`config.mk`:
```
export PLATFORM = sky130hd
export DESIGN_NAME = item_placer
export DESIGN_NICKNAME = d
export VERILOG_FILES = /design/src/rtl/item_placer.sv
export SDC_FILE = /design/constraint.sdc
export NUM_CORES = 1
export LEC_CHECK = 0
export CAP_MARGIN = 20
export CORE_MARGIN = 2
export CORE_UTILIZATION = 52
export DETAILED_ROUTE_END_ITERATION = 7
export GPL_TIMING_DRIVEN = 0
export PLACE_DENSITY_LB_ADDON = 0.2
export SLEW_MARGIN = 40
export SYNTH_ARGS = -nofsm -noshare
export SYNTH_HDL_FRONTEND = slang
export SYNTH_SLANG_ARGS = --single-unit
```
`constraint.sdc`:
```
create_clock -name clk -period 4.8 [get_ports clk]
set_input_delay 0.48 -clock clk [delete_from_list [all_inputs] [get_ports clk]]
set_output_delay 0.48 -clock clk [all_outputs]
set_load 0.02 [all_outputs]
```
`src/rtl/item_placer.sv`:
```
// Reward-item placer: accepts a generator request, probes the map for a free tile,
// publishes the placed item and issues a one-clk reward pulse on tank pickup.
// Latency: request to set_finish takes 2*N+1 clks for N map probes. Backpressure:
// the generator holds set_require until set_finish is seen, and new requests wait until IDLE.
//
// Ports:
//   clk, rst               clock, asynchronous active-high reset
//   tick_4hz               4 Hz strobe that ages a placed item
//   set_require, item_*    request from the generator (type 0 = not yet valid)
//   set_finish             request resolved (placed or rejected), cleared after set_require drops
//   map_qry_x/y            map probe address; map_blocked returns 1 clk later
//   tank_xpos/ypos         player tank tile, compared against the placed item
//   item_valid, item_disp_* placed item for the renderer (all zero when no item)
//   reward_pulse/type      one-clk pickup strobe with the collected type
module item_placer #(
    parameter int X_MIN     = 4,
    parameter int X_MAX     = 19,
    parameter int MAX_TRIES = 4,
    parameter int LIFETIME  = 40
) (
    input  logic       clk,
    input  logic       rst,
    input  logic       tick_4hz,
    input  logic       set_require,
    input  logic [2:0] item_type,
    input  logic [4:0] item_xpos,
    input  logic [4:0] item_ypos,
    output logic       set_finish,
    output logic [4:0] map_qry_x,
    output logic [4:0] map_qry_y,
    input  logic       map_blocked,
    input  logic [4:0] tank_xpos,
    input  logic [4:0] tank_ypos,
    output logic       item_valid,
    output logic [2:0] item_disp_type,
    output logic [4:0] item_disp_x,
    output logic [4:0] item_disp_y,
    output logic       reward_pulse,
    output logic [2:0] reward_type
);

    localparam logic [1:0] S_IDLE   = 2'd0;
    localparam logic [1:0] S_QUERY  = 2'd1;
    localparam logic [1:0] S_WAIT   = 2'd2;
    localparam logic [1:0] S_ACTIVE = 2'd3;

    localparam logic [4:0] XMIN5     = 5'(X_MIN);
    localparam logic [4:0] XMAX5     = 5'(X_MAX);
    localparam logic [3:0] TRIES_LIM = 4'(MAX_TRIES);
    localparam logic [7:0] LIFE_LAST = 8'(LIFETIME - 1);

    logic [1:0] state_q, state_d;
    logic [2:0] type_q, type_d;
    logic [3:0] tries_q, tries_d;
    logic [7:0] life_q, life_d;
    // The probe address registers double as the current candidate tile, so the
    // address is already on the map port during QUERY and the answer lands in WAIT.
    logic [4:0] qry_x_q, qry_x_d;
    logic [4:0] qry_y_q, qry_y_d;
    logic       finish_q, finish_d;
    logic       valid_q, valid_d;
    logic [2:0] disp_type_q, disp_type_d;
    logic [4:0] disp_x_q, disp_x_d;
    logic [4:0] disp_y_q, disp_y_d;
    logic       pulse_q, pulse_d;
    logic [2:0] rtype_q, rtype_d;

    logic [4:0] next_x;
    logic       pickup;

    assign next_x = (qry_x_q == XMAX5) ? XMIN5 : qry_x_q + 5'd1;
    assign pickup = (tank_xpos == disp_x_q) && (tank_ypos == disp_y_q);

    always_comb begin
        state_d     = state_q;
        type_d      = type_q;
        tries_d     = tries_q;
        life_d      = life_q;
        qry_x_d     = qry_x_q;
        qry_y_d     = qry_y_q;
        // set_finish falls one clk after the generator lets go, whatever the state.
        finish_d    = set_require ? finish_q : 1'b0;
        valid_d     = valid_q;
        disp_type_d = disp_type_q;
        disp_x_d    = disp_x_q;
        disp_y_d    = disp_y_q;
        pulse_d     = 1'b0;
        rtype_d     = 3'd0;

        case (state_q)
            S_IDLE: begin
                if (set_require && (item_type != 3'd0) && !finish_q) begin
                    type_d  = item_type;
                    qry_x_d = item_xpos;
                    qry_y_d = item_ypos;
                    tries_d = 4'd0;
                    state_d = S_QUERY;
                end
            end
            S_QUERY: begin
                state_d = set_require ? S_WAIT : S_IDLE;
            end
            S_WAIT: begin
                if (!set_require) begin
                    // Generator timed out: drop the request silently.
                    state_d = S_IDLE;
                end else if (!map_blocked) begin
                    finish_d    = 1'b1;
                    valid_d     = 1'b1;
                    disp_type_d = type_q;
                    disp_x_d    = qry_x_q;
                    disp_y_d    = qry_y_q;
                    life_d      = 8'd0;
                    state_d     = S_ACTIVE;
                end else if ((tries_q + 4'd1) < TRIES_LIM) begin
                    qry_x_d = next_x;
                    tries_d = tries_q + 4'd1;
                    state_d = S_QUERY;
                end else begin
                    finish_d = 1'b1;
                    state_d  = S_IDLE;
                end
            end
            S_ACTIVE: begin
                // Pickup is checked before expiry so a same-clk pickup still pays out.
                if (pickup) begin
                    pulse_d = 1'b1;
                    rtype_d = disp_type_q;
                end
                if (pickup || (tick_4hz && (life_q == LIFE_LAST))) begin
                    valid_d     = 1'b0;
                    disp_type_d = 3'd0;
                    disp_x_d    = 5'd0;
                    disp_y_d    = 5'd0;
                    life_d      = 8'd0;
                    state_d     = S_IDLE;
                end else if (tick_4hz) begin
                    life_d = life_q + 8'd1;
                end
            end
            default: state_d = S_IDLE;
        endcase
    end

    always_ff @(posedge clk or posedge rst) begin
        if (rst) begin
            state_q     <= S_IDLE;
            type_q      <= 3'd0;
            tries_q     <= 4'd0;
            life_q      <= 8'd0;
            qry_x_q     <= 5'd0;
            qry_y_q     <= 5'd0;
            finish_q    <= 1'b0;
            valid_q     <= 1'b0;
            disp_type_q <= 3'd0;
            disp_x_q    <= 5'd0;
            disp_y_q    <= 5'd0;
            pulse_q     <= 1'b0;
            rtype_q     <= 3'd0;
        end else begin
            state_q     <= state_d;
            type_q      <= type_d;
            tries_q     <= tries_d;
            life_q      <= life_d;
            qry_x_q     <= qry_x_d;
            qry_y_q     <= qry_y_d;
            finish_q    <= finish_d;
            valid_q     <= valid_d;
            disp_type_q <= disp_type_d;
            disp_x_q    <= disp_x_d;
            disp_y_q    <= disp_y_d;
            pulse_q     <= pulse_d;
            rtype_q     <= rtype_d;
        end
    end

    assign set_finish     = finish_q;
    assign map_qry_x      = qry_x_q;
    assign map_qry_y      = qry_y_q;
    assign item_valid     = valid_q;
    assign item_disp_type = disp_type_q;
    assign item_disp_x    = disp_x_q;
    assign item_disp_y    = disp_y_q;
    assign reward_pulse   = pulse_q;
    assign reward_type    = rtype_q;

endmodule
```
Word level (Yosys, flattened, before mapping)
Index checks and enable logic that the tools add are counted.

word-level totals
  input port bits = 28
  output and inout port bits = 29
  register bits after elaboration = 46
  logic and storage cells = 93

cells by class
  multiplexer cells = 47
  order comparisons = 1
  reductions and logical operators = 15
  equal/unequal tests = 14
  add/sub/neg operators = 3

operators by type and width
  kind                   count
  $mux W5                10
  $mux W8                4
  $pmux W5 S2            3
  $mux W4                4
  $pmux W8 S2            1
  $mux W3                5
  $ne A2 B2 Y1 const B   6
  $mux W1                11
  $eq A5 B5 Y1           2
  $mux W2                5
  $add A8 B1 Y8 const B  1
  $eq A8 B6 Y1 const B   1
  $pmux W2 S4            1
  $pmux W4 S2            1
  $reduce_and A4 Y1      2
  $pmux W3 S2            1
  $add A5 B1 Y5 const B  1
  $eq A5 B5 Y1 const B   1
  $reduce_and A5 Y1      1
  $add A4 B1 Y4 const B  1
  $eq A2 B2 Y1 const B   2
  $logic_and A1 B1 Y1    4
  $lt A4 B3 Y1 const B   1
  $reduce_and A2 Y1      2
  8 further kinds        9

Longest topological paths before layout
Gate-level depths: netlist (run 1).

  depth in word-level cells = 6
  depth in mapped cells = 8
  gate-level depth less buffers = 6

Worst setup path after synthesis (run 1)
Ideal clock, no wire load.

  kind = reg2reg
  start = register disp_x_q[0] (netlist: item_disp_x[0])
  end = register disp_x_q[0] (netlist: item_disp_x[0])
  clock period less this slack = 1911 ps
  path buffers = 2
  arrival = 1790 ps
  path slack = 2889 ps
  data required time = 4679 ps
  library setup time = 121 ps
  cell stages (with the launch flop) = 8
  cell sequence = dfrtp_1 xnor2_1 nand4_1 or3_1 clkbuf_1 a21o_1 buf_6 a22o_1

on the way
  longest elaborated chain between the ends = 5

ends and longest elaborated chain
  element                             RTL line  RTL
  start, declared                     63        logic [4:0] disp_x_q, disp_x_d;
  start signal, assigned              170       disp_x_q <= disp_x_d;
  $eq A5 B5 Y1                        72        assign pickup = (tank_xpos == disp_x_q) && (tank_ypos == disp_y_q);
  $logic_and A1 B1 Y1                 72
  $logic_or A1 B1 Y1                  130       if (pickup || (tick_4hz && (life_q == LIFE_LAST))) begin
  $ne A2 B2 Y1 (no source line)       n/a
  $reduce_and A4 Y1 (no source line)  n/a

No other way between the ends.
A chain may end at the register's enable or synchronous reset.

Worst setup path after layout (run 1)
  start = input tank_xpos[3]
  end = register disp_x_q[0] (netlist: item_disp_x[0])

on the way
  longest elaborated chain between the ends = 5

ends and longest elaborated chain
  element                             RTL line  RTL
  start, declared                     32        input logic [4:0] tank_xpos,
  $eq A5 B5 Y1                        72
  $logic_and A1 B1 Y1                 72
  $logic_or A1 B1 Y1                  130
  $ne A2 B2 Y1 (no source line)       n/a
  $reduce_and A4 Y1 (no source line)  n/a

No other way between the ends.

==> metrics.txt, run 1 <==
Final Critical Period=2.30 ns; antenna violations before repair=0; Worst path slowest cell=clkdlybuf4s50_1; Max-Cap Viols=0; unrepaired setup endpoints after global routing=no; leading area contributor after synthesis=dfrtp_1; Clock Path Buffers=2; clk root buf=clkbuf_8; overall power=0.00153 W; max_slew headroom=0.483; final instance area=0.00296 mm²; Mapped Avg Cell Area=10.4 µm²; Slew Limit Fails=0; CP max FO=10; register area share after synthesis=0.514; die area=0.00485 mm²; Skew-Pair Late Insertion Delay=0.30 ns; Via density=5.86; Worst EP required=4.99 ns; Fin. Hold Viols=0; Clock Skew=0.00777 ns; number of global-route vias before repair=1,823; Int Pwr=0.000942 W; vias=1,927; dpl hpwl=3920 µm; CP max stage delay=0.50 ns; Net Sw Frac=0.385; Distinct cells, synth=38; status=completed; number of nets in the layout=310; Tcrit/Tclk final=0.479; clock network fraction of design power=0.146; Post-route DRC=0; final antenna-violating net count=0; synth top area cells=dfrtp_1, a22o_1, mux2_1; Ports=57; PD cells=517 mW/mm²; setup_tns=0 ns; Starting Density=0.548; TritonCTS clock tree=built; drt total wl=5230 µm; leakage=1.28 nW; synth warn=0; Inserted Clock Buffers=5; routed len/inst=15.9 µm; postcts setup bufs=0; cells after synthesis=215; drt first pass iters=4; CP cell instances=clkdlybuf4s50_1, xnor2_1, nand4_1, or3_1, clkbuf_1, a21o_1, buf_6, a22o_1; Antenna Cells=0; # H-tree levels=2; largest net degree at the start of global routing=35; combinational share of power=0.449; class of the worst hold path=in -> async; Setup Viol. Count Final=0; TritonCTS sink count=46; Clk pin slew, worst setup/hold paths=0.08 ns; Worst Tran Pin Value=0.768 ns; post-route insts no fill=329; Net Count, Synth=246; routability cong.=0.863; die height=69.6 µm; die width=69.6 µm; PortBufs=56; Area Growth Syn to Fin=32.2%; DP Cell Count=322; Core Area=0.00409 mm²; Resized Gates After CTS=0; synthesized flop and latch total=46; DP Area=0.00289 mm²; max frequency=0.435 GHz; Psw=0.000590 W; post-synth top area share=0.514; Final Util=0.725; GRT Residual Overflow=0; Startpoint Class=input port; critical path endpoint category=flop; Max rail drop VDD=472 µV; WP data arrival=2.49 ns; Syn Std Cell Area=0.00224 mm²; share of layout cells above drive strength 1=0.0538; Setup CP Type=in -> reg; initial drt markers=194; hold_buf cts=0; FP Rows=23; sequential power share=0.405; total track usage=0.231; first-pass GRT wire length=8870 µm
-- Yosys cell counts (all sizes together) --
master	number
o31ai	1
a21oi	10
or4b	1
mux2i	1
nand2	21
a32oi	1
o21ai	19
o22ai	3
and2	6
a311o	1
nand2b	4
buf	5
or3	1
and4bb	1
dfrtp	46
ha	3
nand4	3
nor4b	1
mux2	8
nor3	9
and3	5
inv	3
nor2	9
xnor2	10
o32ai	4
nor4	2
o31a	1
a221o	1
a21o	6
nor2b	3
nand3	9
clkbuf	3
o2bb2ai	1
a22o	13
-- placed cells by master, fill, tap and decap left out, types with 2 or more instances in the layout --
cell type,instances
nand2b_1,4
nor3_1,8
mux2_1,8
xnor2_1,10
nor2b_1,3
o21ai_0,8
dfrtp_1,46
clkbuf_8,5
o32ai_1,4
and3_1,5
ha_1,3
o22ai_1,3
nand4_1,3
a22o_1,13
clkdlybuf4s50_1,56
and2_1,6
nand3_1,9
nor2_1,9
a21oi_1,10
a21o_1,6
nand2_1,21
nor4_1,2
o21ai_1,11
buf_2,4
clkbuf_1,5
-- metal layers --
layer,share of wire,GRT usage,up-vias,routed length (µm)
met1,0.44,0.325,932,2300
li1,-,-,918,-
met3,0.056,0.0567,8,292
met5,0,0,-,0
met2,0.49,0.347,69,2550
met4,0.016,0.0876,0,86
-- state kept, by name (all words and copies together) (netlist names), 2 cells and up --
register and cells:
item_disp_type 3, reward_type 3, map_qry_y 5, state_q 2, type_q 3, item_disp_y 5
life_q 8, map_qry_x 5, tries_q 4, item_disp_x 5
-- final cells by class --
class,instances,area (µm²)
sequential,46,1150
fill,308,1120
multi-input combinational,158,1040
timing repair buffer,57,581
clock buffer,7,76.3
tap,50,62.6
buffer,8,42.5
inverter,3,13.8
-- critical path: cells and delay by family --
family | cells | cell delay (ns)
buffers and inverters | 3 | 0.88
xor gates and xnor gates | 1 | 0.14
and+or+nand+nor | 2 | 0.52
AOI/OAI and AO/OA | 2 | 0.46
-- worst paths after layout --
check / endpoint / startpoint / slack (ns) / depth (start not counted)
setup / recovery: item_disp_x[0]$_DFFE_PP0P_ / tank_xpos[3] / 2.50 / 8
hold / removal: life_q[6]$_DFFE_PP0P_ / rst / 0.43 / 2
setup reg to reg: item_disp_x[0]$_DFFE_PP0P_ / item_disp_x[3]$_DFFE_PP0P_ / 2.68 / 7
hold reg to reg: item_valid$_DFFE_PP0P_ / item_valid$_DFFE_PP0P_ / 0.48 / 1
max in group asynchronous: map_qry_y[0]$_DFFE_PP0P_ / rst / 3.94 / 3
min in group clk: item_valid$_DFFE_PP0P_ / item_valid$_DFFE_PP0P_ / 0.48 / 1
-- cells by family after synthesis --
family,share of synthesized area
multiplexers,0.0447
AO/OA/AOI/OAI,0.184
AND/OR/NAND/NOR,0.178
XOR/XNOR,0.0391
flip-flops,0.514
adder cells (fa/ha/maj),0.0168
buffers and inverters,0.0240
-- stage by stage --
step / setup slack [ns] / hold WS (ns)
global placement: 2.26 / 0.464
floorplan: 2.89 / 0.459
finish: 2.50 / 0.435
global route: 2.43 / 0.439
detailed placement: 2.20 / 0.465
CTS: 2.52 / 0.438
-- power by group through the flow --
stage | clock network [W] | logic (W) | registers, W
3_3_place_gp | 0 | 0.000669 | 0.000622
3_5_place_dp | 0 | 0.000690 | 0.000627
2_1_floorplan | 0 | 0.000324 | 0.000700
4_1_cts | 0.000228 | 0.000693 | 0.000621
6_report | 0.000223 | 0.000689 | 0.000620
5_1_grt | 0.000246 | 0.000749 | 0.000639
No activity file was read; power rests on OpenSTA's default activity.
==> inputs of run 2 (changes only) <==
Settings changed: CORE_UTILIZATION 52 to 44.
Clock period 4.8 ns to 1.9 ns, I/O delays scaled along.
==> metrics.txt, run 2 (same netlist as run 1, synthesis figures left out) <==
status=completed; share of layout cells above drive strength 1=0.147; Fin. Hold Viols=0; number of nets in the layout=316; die area=0.00568 mm²; TritonCTS sink count=46; Max rail drop VDD=873 µV; largest net degree at the start of global routing=33; routability cong.=0.879; class of the worst hold path=in -> async; Reg with most FFs=life_q; final setup margin=0.000958 ns; flip-flop count of the largest register after layout=8; Inserted Clock Buffers=5; leakage=1.34 nW; PD cells=1270 mW/mm²; Slew Limit Fails=0; Ports=57; Max-Cap Viols=0; WP data arrival=2.09 ns; max frequency=0.527 GHz; Setup CP Type=reg -> reg; Starting Density=0.465; # H-tree levels=2; drt total wl=5440 µm; GRT Residual Overflow=0; Antenna Cells=0; dpl ws=-0.395 ns; dpl hpwl=3890 µm; number of global-route vias before repair=1,851; PortBufs=56; antenna violations before repair=0; DP Area=0.00291 mm²; unrepaired setup endpoints after global routing=yes; FP Rows=25; Worst EP required=2.09 ns; R2R setup slack=0.001 ns; total track usage=0.205; Final Critical Period=1.90 ns; hold_buf cts=0; Clock Path Buffers=2; final antenna-violating net count=0; commonest non-fill, non-tap cells in the layout=clkdlybuf4s50_1, dfrtp_1, nand2_1; DP Cell Count=339; CP max FO=10; Clock Skew=0.00608 ns; initial drt markers=160; Area Growth Syn to Fin=39.7%; Worst Hold Slack=0.152 ns; post-route insts no fill=352; clk root buf=clkbuf_8; routed len/inst=15.4 µm; Post-route DRC=0; Via density=5.55; Clk pin slew, worst setup/hold paths=0.08 ns; vias=1,952; drt first pass iters=4; max_slew headroom=0.632; Startpoint Class=flop; Tcrit/Tclk final=0.999; Core Area=0.00482 mm²; die height=75.4 µm; first-pass GRT wire length=8650 µm; commonest non-fill, non-tap cell in the layout=clkdlybuf4s50_1; Setup Viol. Count Final=0; TritonCTS clock tree=built; die width=75.4 µm; Skew-Pair Late Insertion Delay=0.30 ns; Worst Tran Pin Value=0.548 ns; critical path endpoint category=flop; final instance area=0.00313 mm²
run 2: metal layers:
| layer | track usage | share of wire |
|---|---|---|
| met1 | 0.270 | 0.44 |
| met2 | 0.329 | 0.49 |
| met3 | 0.0397 | 0.051 |
| met4 | 0.0955 | 0.019 |
| met5 | 0 | 0 |
run 2: power by group:
group          switching, W  internal (W)  total, W
clock network      0.000318      0.000247  0.000565
registers          0.000294       0.00128   0.00157
logic              0.000922      0.000926   0.00185
total               0.00153       0.00245   0.00399
run 2: what timing repair did:
action / 4_1_cts / 5_1_grt
pin swaps: 3 / 2
endpoints found under the setup margin: 28 / 31
buffers inserted: 5 / 2
gates resized for setup: 7 / 13
endpoints found under the hold margin: 0 / 0
run 2: final timing paths:
kind,start,endpoint,cells past startpoint
max reg2reg,life_q[3]$_DFFE_PP0P_,item_disp_type[2]$_DFFE_PP0P_,6
max,life_q[3]$_DFFE_PP0P_,item_disp_type[2]$_DFFE_PP0P_,6
min,rst,reward_pulse$_DFF_PP0_,2
max in group asynchronous,rst,item_disp_y[4]$_DFFE_PP0P_,3
min in group clk,item_ypos[0],map_qry_y[0]$_DFFE_PP0P_,2
min reg2reg,type_q[1]$_DFFE_PP0P_,type_q[1]$_DFFE_PP0P_,1
run 2: area by class of cell:
type                            instances  area (µm²)
Clock inverter                          2        10.0
Inverter                                3        13.8
Sequential cell                        46        1160
Buffer                                  7        45.0
Clock buffer                            5        68.8
Multi-Input combinational cell        158        1110
Fill cell                             428        1690
Timing Repair Buffer                   64         637
Tap cell                               67        83.8
run 2: critical path: stages, from the launching register on:
cell and delay, ns:
dfrtp_2 0.40, or4b_4 0.54, nor3_4 0.21, nor2_1 0.09
a21o_1 0.20, buf_6 0.15, a22o_1 0.18
run 2: stage by stage:
| stage | util | power (W) | setup TNS [ns] |
|---|---|---|---|
| after floorplan | - | 0.00259 | 0 |
| after global placement | 0.600 | 0.00328 | -22.65 |
| after detailed placement | 0.604 | 0.00332 | -9.13 |
| after CTS | 0.635 | 0.00393 | 0 |
| after global routing | 0.650 | 0.00423 | -0.386 |
| final | 0.650 | 0.00399 | 0 |
==> inputs of run 3 (changes only) <==
Settings changed: CTS_CLUSTER_SIZE from default to 25, SETUP_SLACK_MARGIN from default to 0.3.
==> metrics.txt, run 3 (same netlist as run 1, synthesis figures left out) <==
status=completed; final instance area=0.00351 mm²; Setup CP Type=reg -> reg; commonest non-fill, non-tap cell in the layout=clkdlybuf4s50_1; FP Rows=25; Post-route DRC=0; Worst Tran Pin Value=0.508 ns; Clock Path Buffers=2; share of layout cells above drive strength 1=0.292; Area Growth Syn to Fin=56.6%; max frequency=0.539 GHz; max_slew headroom=0.662; Startpoint Class=flop; Psw=0.00175 W; commonest non-fill, non-tap cells in the layout=clkdlybuf4s50_1, dfrtp_1, buf_4; die width=75.4 µm; CP max FO=4; routed len/inst=16.6 µm; die area=0.00568 mm²; combinational share of power=0.499; Tcrit/Tclk final=0.977; Core Area=0.00482 mm²; Max-Cap Viols=0; Final Critical Period=1.86 ns; vias=2,088; initial drt markers=186; # H-tree levels=2; clk root buf=clkbuf_8; Slew Limit Fails=0; PortBufs=56; Max rail drop VDD=891 µV; CP startpoint=item_disp_x[0]$_DFFE_PP0P_; Int Pwr=0.00296 W; Antenna Cells=0; first-pass GRT wire length=9500 µm; clock network fraction of design power=0.163; GRT Residual Overflow=0; Via density=5.57; Worst EP required=2.08 ns; sequential power share=0.338; class of the worst hold path=in -> async; TritonCTS sink count=46; Final Util=0.728; WP data arrival=2.03 ns; hold_buf cts=0; Fin. Hold Viols=0; Setup Viol. Count Final=0; unrepaired setup endpoints after global routing=yes; leakage=1.68 nW; final antenna-violating net count=0; Ports=57; Clk pin slew, worst setup/hold paths=0.09 ns; flip-flop count of the largest register after layout=8; drt first pass iters=4; largest net degree at the start of global routing=34; total track usage=0.220; worst r2r src=item_disp_x[0]$_DFFE_PP0P_; Worst Hold Slack=0.148 ns; Net Sw Frac=0.371; number of nets in the layout=338; Reg with most FFs=life_q; dpl hpwl=3810 µm; critical path endpoint category=flop; PD cells=1340 mW/mm²; overall power=0.00471 W; Starting Density=0.465; drt total wl=6220 µm; Skew-Pair Late Insertion Delay=0.29 ns; Inserted Clock Buffers=5; Clock Skew=0.00995 ns; routability cong.=0.915; number of global-route vias before repair=2,001; TritonCTS clock tree=built; die height=75.4 µm; antenna violations before repair=0; DP Area=0.00292 mm²
run 3: cell types whose count changed in the layout (fill, tap and decap cells not counted), moves of 8 or more:
cell             change
mux2_1               -8
clkdlybuf4s50_1     -12
mux2_4               +8
buf_4               +17
dlymetal6s2s_1      +10
run 3: final timing paths:
check | to | slack (ns) | depth (start not counted)
max | item_disp_y[1]$_DFFE_PP0P_ | 0.04 | 7
min | set_finish$_DFF_PP0_ | 0.15 | 2
max reg2reg | item_disp_y[1]$_DFFE_PP0P_ | 0.04 | 7
min reg2reg | item_valid$_DFFE_PP0P_ | 0.48 | 1
max in group asynchronous | item_disp_y[4]$_DFFE_PP0P_ | 1.31 | 3
min in group clk | item_valid$_DFFE_PP0P_ | 0.48 | 1
run 3: area by class of cell:
class | count | area [µm²]
Fill cell | 354 | 1310
Multi-Input combinational cell | 158 | 1220
Sequential cell | 46 | 1160
Timing Repair Buffer | 85 | 826
Buffer | 8 | 88.8
Clock buffer | 7 | 86.3
Tap cell | 67 | 83.8
Clock inverter | 1 | 30.0
Inverter | 3 | 13.8
run 3: per-layer routing:
layer,wire (µm),share of wire,vias to the layer above,track usage
met5,0,0,-,0
met4,59,0.0095,0,0.0487
met3,380,0.061,6,0.0582
met2,2960,0.48,81,0.334
met1,2830,0.45,1028,0.320
li1,-,-,973,-
run 3: power groups by stage:
stage | logic, W | registers, W | clock network [W]
after floorplan | 0.000831 | 0.00177 | 0
after global placement | 0.00172 | 0.00157 | 0
after detailed placement | 0.00176 | 0.00157 | 0
after CTS | 0.00197 | 0.00155 | 0.000765
after global routing | 0.00252 | 0.00163 | 0.000806
final | 0.00235 | 0.00159 | 0.000767
run 3: timing repair:
item / in CTS / in global routing
gates cloned: 1 / 3
pin swaps: 12 / 17
setup endpoints to repair: 43 / 53
gates resized for setup: 18 / 59
setup buffers: 18 / 6
run 3: per-stage QoR:
step | cells | setup WS (ns) | TNS, ns
after floorplan | 215 | 0.0369 | 0
after global placement | 338 | -0.459 | -21.23
after detailed placement | 339 | -0.305 | -5.95
after CTS | 366 | 0.0562 | 0
after global routing | 375 | -0.0243 | -0.179
final | 375 | 0.0446 | 0
run 3: critical path, cell delays in order (launching register included):
cell and delay, ns:
dfrtp_2 0.44, xnor2_1 0.14, nand4_1 0.12, or3_1 0.39, clkbuf_8 0.14, a21o_1 0.18
buf_4 0.16, a22o_1 0.18
